$ cat src/rtl/i2s_codec_intf.sv
// I2S codec interface: derives MCLK/SCLK/LRCLK from a free-running frame counter,
// deserialises ADC slots into 16-bit samples and serialises EQ outputs to the DAC.
module i2s_codec_intf #(
    parameter int DW       = 16,
    parameter int SLOT     = 32,
    parameter int SCLK_DIV = 16
) (
    input  logic          clk,
    input  logic          rst,
    output logic          MCLK,
    output logic          SCLK,
    output logic          LRCLK,
    input  logic          ADC_SDATA,
    output logic          DAC_SDATA,
    input  logic [DW-1:0] lft_in,
    input  logic [DW-1:0] rht_in,
    output logic [DW-1:0] lft_out,
    output logic [DW-1:0] rht_out,
    output logic          vld
);

    localparam int DV = $clog2(SCLK_DIV);
    localparam int CW = $clog2(2 * SLOT * SCLK_DIV);
    localparam int BW = CW - 1 - DV;
    localparam int IW = $clog2(DW);

    logic [CW-1:0] cnt_r;
    logic [DW-1:0] shift_lft_r;
    logic [DW-1:0] shift_rht_r;
    logic [DW-1:0] shadow_lft_r;
    logic [DW-1:0] shadow_rht_r;
    logic [DW-1:0] lft_out_r;
    logic [DW-1:0] rht_out_r;
    logic          vld_r;
    logic          dac_r;

    logic [BW-1:0] bit_idx_s;
    logic [IW-1:0] tx_idx_s;
    logic          in_data_s;
    logic          capture_s;
    logic          update_s;
    logic          frame_end_s;
    logic          tx_bit_s;

    // Slot decode: data bits occupy b=1..DW, b=0 is the I2S one-bit delay
    always_comb begin
        bit_idx_s   = cnt_r[CW-2:DV];
        in_data_s   = (bit_idx_s != {BW{1'b0}}) && (bit_idx_s <= BW'(DW));
        tx_idx_s    = IW'(BW'(DW) - bit_idx_s);
        capture_s   = (cnt_r[DV-1:0] == DV'(SCLK_DIV * 5 / 8));
        update_s    = (cnt_r[DV-1:0] == {DV{1'b0}});
        frame_end_s = (cnt_r == {CW{1'b1}});
        if (!in_data_s) begin
            tx_bit_s = 1'b0;
        end else if (cnt_r[CW-1]) begin
            tx_bit_s = shadow_rht_r[tx_idx_s];
        end else begin
            tx_bit_s = shadow_lft_r[tx_idx_s];
        end
    end

    // Frame counter; codec clocks are taken straight from its flops
    always_ff @(posedge clk) begin
        if (rst) begin
            cnt_r <= {CW{1'b0}};
        end else begin
            cnt_r <= cnt_r + CW'(1);
        end
    end

    // ADC deserialiser, sampled mid SCLK-high
    always_ff @(posedge clk) begin
        if (rst) begin
            shift_lft_r <= {DW{1'b0}};
            shift_rht_r <= {DW{1'b0}};
        end else if (capture_s && in_data_s) begin
            if (cnt_r[CW-1]) begin
                shift_rht_r <= {shift_rht_r[DW-2:0], ADC_SDATA};
            end else begin
                shift_lft_r <= {shift_lft_r[DW-1-1:0], ADC_SDATA};
            end
        end
    end

    // Frame boundary: publish captured pair and latch the next DAC pair
    always_ff @(posedge clk) begin
        if (rst) begin
            lft_out_r    <= {DW{1'b0}};
            rht_out_r    <= {DW{1'b0}};
            shadow_lft_r <= {DW{1'b0}};
            shadow_rht_r <= {DW{1'b0}};
            vld_r        <= 1'b0;
        end else if (frame_end_s) begin
            lft_out_r    <= shift_lft_r;
            rht_out_r    <= shift_rht_r;
            shadow_lft_r <= lft_in;
            shadow_rht_r <= rht_in;
            vld_r        <= 1'b1;
        end else begin
            vld_r        <= 1'b0;
        end
    end

    // DAC serialiser, changes on SCLK falling edge
    always_ff @(posedge clk) begin
        if (rst) begin
            dac_r <= 1'b0;
        end else if (update_s) begin
            dac_r <= tx_bit_s;
        end
    end

    // Output mapping from registered state
    always_comb begin
        MCLK      = cnt_r[1];
        SCLK      = cnt_r[DV-1];
        LRCLK     = cnt_r[CW-1];
        DAC_SDATA = dac_r;
        lft_out   = lft_out_r;
        rht_out   = rht_out_r;
        vld       = vld_r;
    end

endmodule

$ cat config.mk
export PLATFORM = sky130hd
export DESIGN_NAME = i2s_codec_intf
export DESIGN_NICKNAME = d
export VERILOG_FILES = /design/src/rtl/i2s_codec_intf.sv
export SDC_FILE = /design/constraint.sdc
export NUM_CORES = 1
export LEC_CHECK = 0
export ABC_AREA = 0
export CORE_MARGIN = 2
export CORE_UTILIZATION = 55
export DETAILED_ROUTE_END_ITERATION = 7
export DONT_BUFFER_PORTS = 1
export PLACE_DENSITY = 0.85
export SLEW_MARGIN = 20
export SYNTH_ARGS = -nofsm -noshare
export SYNTH_HDL_FRONTEND = slang
export SYNTH_SLANG_ARGS = --single-unit
export TNS_END_PERCENT = 20
$ cat constraint.sdc
create_clock -name clk -period 2 [get_ports clk]
set_input_delay 0.2 -clock clk [delete_from_list [all_inputs] [get_ports clk]]
set_output_delay 0.2 -clock clk [all_outputs]
set_load 0.01 [all_outputs]
==> results_dict.tcl <==
set metrics [dict create \
    violations "negative hold slack" \
    clk_pin_slew_worst_paths_ns 0.10 \
    cts.sinks 108 \
    p_per_area_mw_per_mm2 712 \
    grt_usage_pct 22.0 \
    seq_area_sq_mm 0.00216 \
    initial_core_util_pct 57.4 \
    first_iter_violations 271 \
    diodes 0 \
    async_flop_share_pct 0 \
    die_area_sq_mm 0.00892 \
    yosysTopAreaCellShare_pct 48.0 \
    yosysMostFrequentCell "nand2_1" \
    whs_ns -0.100 \
    end_kind "flop" \
    syn_inst 523 \
    fp.dieH_um 94.5 \
    route.met2.wl_mm 4.82 \
    ys_dominant_reg_cell "dfxtp_1" \
    yosys.area.top_type "dfxtp_1" \
    place_ws_ns 0.0769 \
    crit_path_max_fanout 9 \
    leakage_nw 1.54 \
    max_freq_mhz 538 \
    relSlewSlack_pct 62.4 \
    yosys_warnings 0 \
    max_cap_violations 0 \
    viasPerCell 5.87 \
    multi_input_comb_area_sq_mm 0.00210 \
    drive_gt1_share_pct 9.51 \
    io_buffer_count 0 \
    cts_tree "built" \
    syn_area_sq_mm 0.00450 \
    wl_met3_um 582 \
    syn-num-nets 563 \
    place_hpwl_mm 6.20 \
    synthTopCellsByCount "nand2_1 (132), dfxtp_1 (108), a21oi_1 (97)" \
    ys_types 39 \
    place_congestion 0.791 \
    num_rows 32 \
    drc_errors 0 \
    drv_slew 0 \
    cts_buffers 9 \
    grt_pass1_wl_mm 15.6 \
    cp.arrival_ns 2.11 \
    synth.avg_cell_area_sq_um 8.61 \
    h-tree-depth 3 \
    period_share_pct 93.0 \
    fin_crit_ns 1.86 \
    cts_max_path_buffers 2 \
    clockRootBuffer "clkbuf_8" \
    critPathKind "reg -> reg" \
    setup_slack_ns 0.140 \
    pin_count 72 \
    antenna_found_initial 0 \
    synth_seq_area_share_pct 48.0 \
    fin_cells 617 \
    die_x_um 94.5 \
    synth_area_leaders "dfxtp_1 (48%), nand2_1 (11%), a21oi_1 (11%), o31ai_1 (5.3%), nand4_1 (5.0%)" \
    required_ns 2.25 \
    grt_max_degree 110 \
    drt_wl_total_mm 9.60 \
    highest_layer "met4" \
    dr.pass1.iters 5 \
    synth-edff-count 0 \
    drt-met1-wl_mm 4.07 \
    nets 550 \
    wire_per_inst_um 15.6 \
    hp-class "in -> reg" \
    overflow 0 \
    report.final.setup_viol 0 \
    yosys_register_bits 108 \
    peakVddDrop_uv 327 \
    core-area_sq_mm 0.00785 \
    grt_pass1_vias 3326 \
    hold_viol_final 87 \
    rsz0062_at_grt "false" \
    area_delta_synth_final_pct 7.73 \
    clk_latency_ns 0.37 \
    clock_skew_ns 0.0150 \
    status "finished, violations left" \
    ctsHoldBuffers 9 \
    fillers 653 \
    dp.cells 591 \
    num_vias 3624 \
    ant_nets 0 \
    worstSetupStartpointType "flop" \
    tightest_slew_ns 0.564 \
    setup_tns_ns 0 \
]
==> layout make-up <==
type | instances | area share, %
sequential | 108 | 44.6
multi-input combinational | 360 | 43.3
timing repair buffer | 26 | 5.24
clock buffer | 11 | 2.92
tap | 102 | 2.63
clock inverter | 5 | 0.903
inverter | 5 | 0.387
==> sequential cells by signal (all words and copies together), names as in the netlist <==
name,count
shadow_lft_r,16
shift_rht_r,16
vld,1
rht_out,16
DAC_SDATA,1
cnt_r,10
shadow_rht_r,16
shift_lft_r,16
lft_out,16
==> layer usage <==
| metal | track usage, % | vias up |
|---|---|---|
| met5 | 0 | - |
| met4 | 8.21 | 0 |
| met3 | 4.87 | 16 |
| met2 | 37.4 | 105 |
| met1 | 27.3 | 1705 |
| li1 | - | 1798 |
==> per-stage QoR <==
| step | power (mW) | area [sq um] | utilization (%) |
|---|---|---|---|
| after floorplan | 2.26 | 4510 | - |
| after global placement | 2.23 | 4550 | 58.0 |
| after detailed placement | 2.24 | 4550 | 58.0 |
| after CTS | 3.47 | 4830 | 61.5 |
| after global routing | 3.57 | 4850 | 61.8 |
| final | 3.45 | 4850 | 61.8 |
==> timing repair <==
action | 4_1_cts | 5_1_grt
gates resized for setup | 0 | 6
endpoints found under the setup margin | 0 | 90
setup buffers | 0 | 1
hold endpoints to repair | 107 | 98
==> power by group <==
part / internal [mW] / switching (mW)
Combinational: 0.0186 / 0.0151
Sequential: 2.15 / 0.00659
Clock: 0.504 / 0.753
Total: 2.68 / 0.775
==> placed cells by master (no fill, tap or decap), types with 2 or more instances in the layout <==
master and instances:
mux4_2 5, buf_6 3, clkinv_4 3, o31ai_1 32
xor2_1 3, nor3_1 2, dlygate4sd3_1 9, nand2_1 132
inv_1 4, nand3_1 2, dfxtp_1 106, o21a_1 2
buf_12 2, xnor2_1 4, nor2_1 10, nand4_1 36
a21oi_1 97, xor2_2 2, mux2i_1 10, clkbuf_8 10
buf_4 12, inv_6 2, ha_1 4, dfxtp_2 2
==> path summary, 6_finish.rpt <==
kind / from / cells past startpoint / slack [ns] / end
worst max register to register: cnt_r[4] / 7 / 0.14 / cnt_r[6]
worst max-delay path: cnt_r[4] / 7 / 0.14 / cnt_r[6]
worst min-delay path: rst / 1 / -0.10 / rht_out[2]
worst min register to register: shadow_lft_r[13] / 2 / 0.46 / shadow_lft_r[13]
==> cell families after synthesis <==
family | share of synthesized area [%]
and+or+nand+nor | 19.6
DFF | 48.0
adders and majority gates | 1.39
AOI/OAI and AO/OA | 17.4
buffers and inverters | 5.92
xor gates and xnor gates | 2.28
muxes | 5.31
==> worst max-delay path, stage by stage, from the launching register on <==
cell	delay, ns
dfxtp_2	0.37
buf_6	0.16
ha_1	0.17
nand4_1	0.11
buf_4	0.18
xor2_1	0.15
nor2_1	0.05
dlygate4sd3_1	0.56
(Power assumes the default switching activity.)
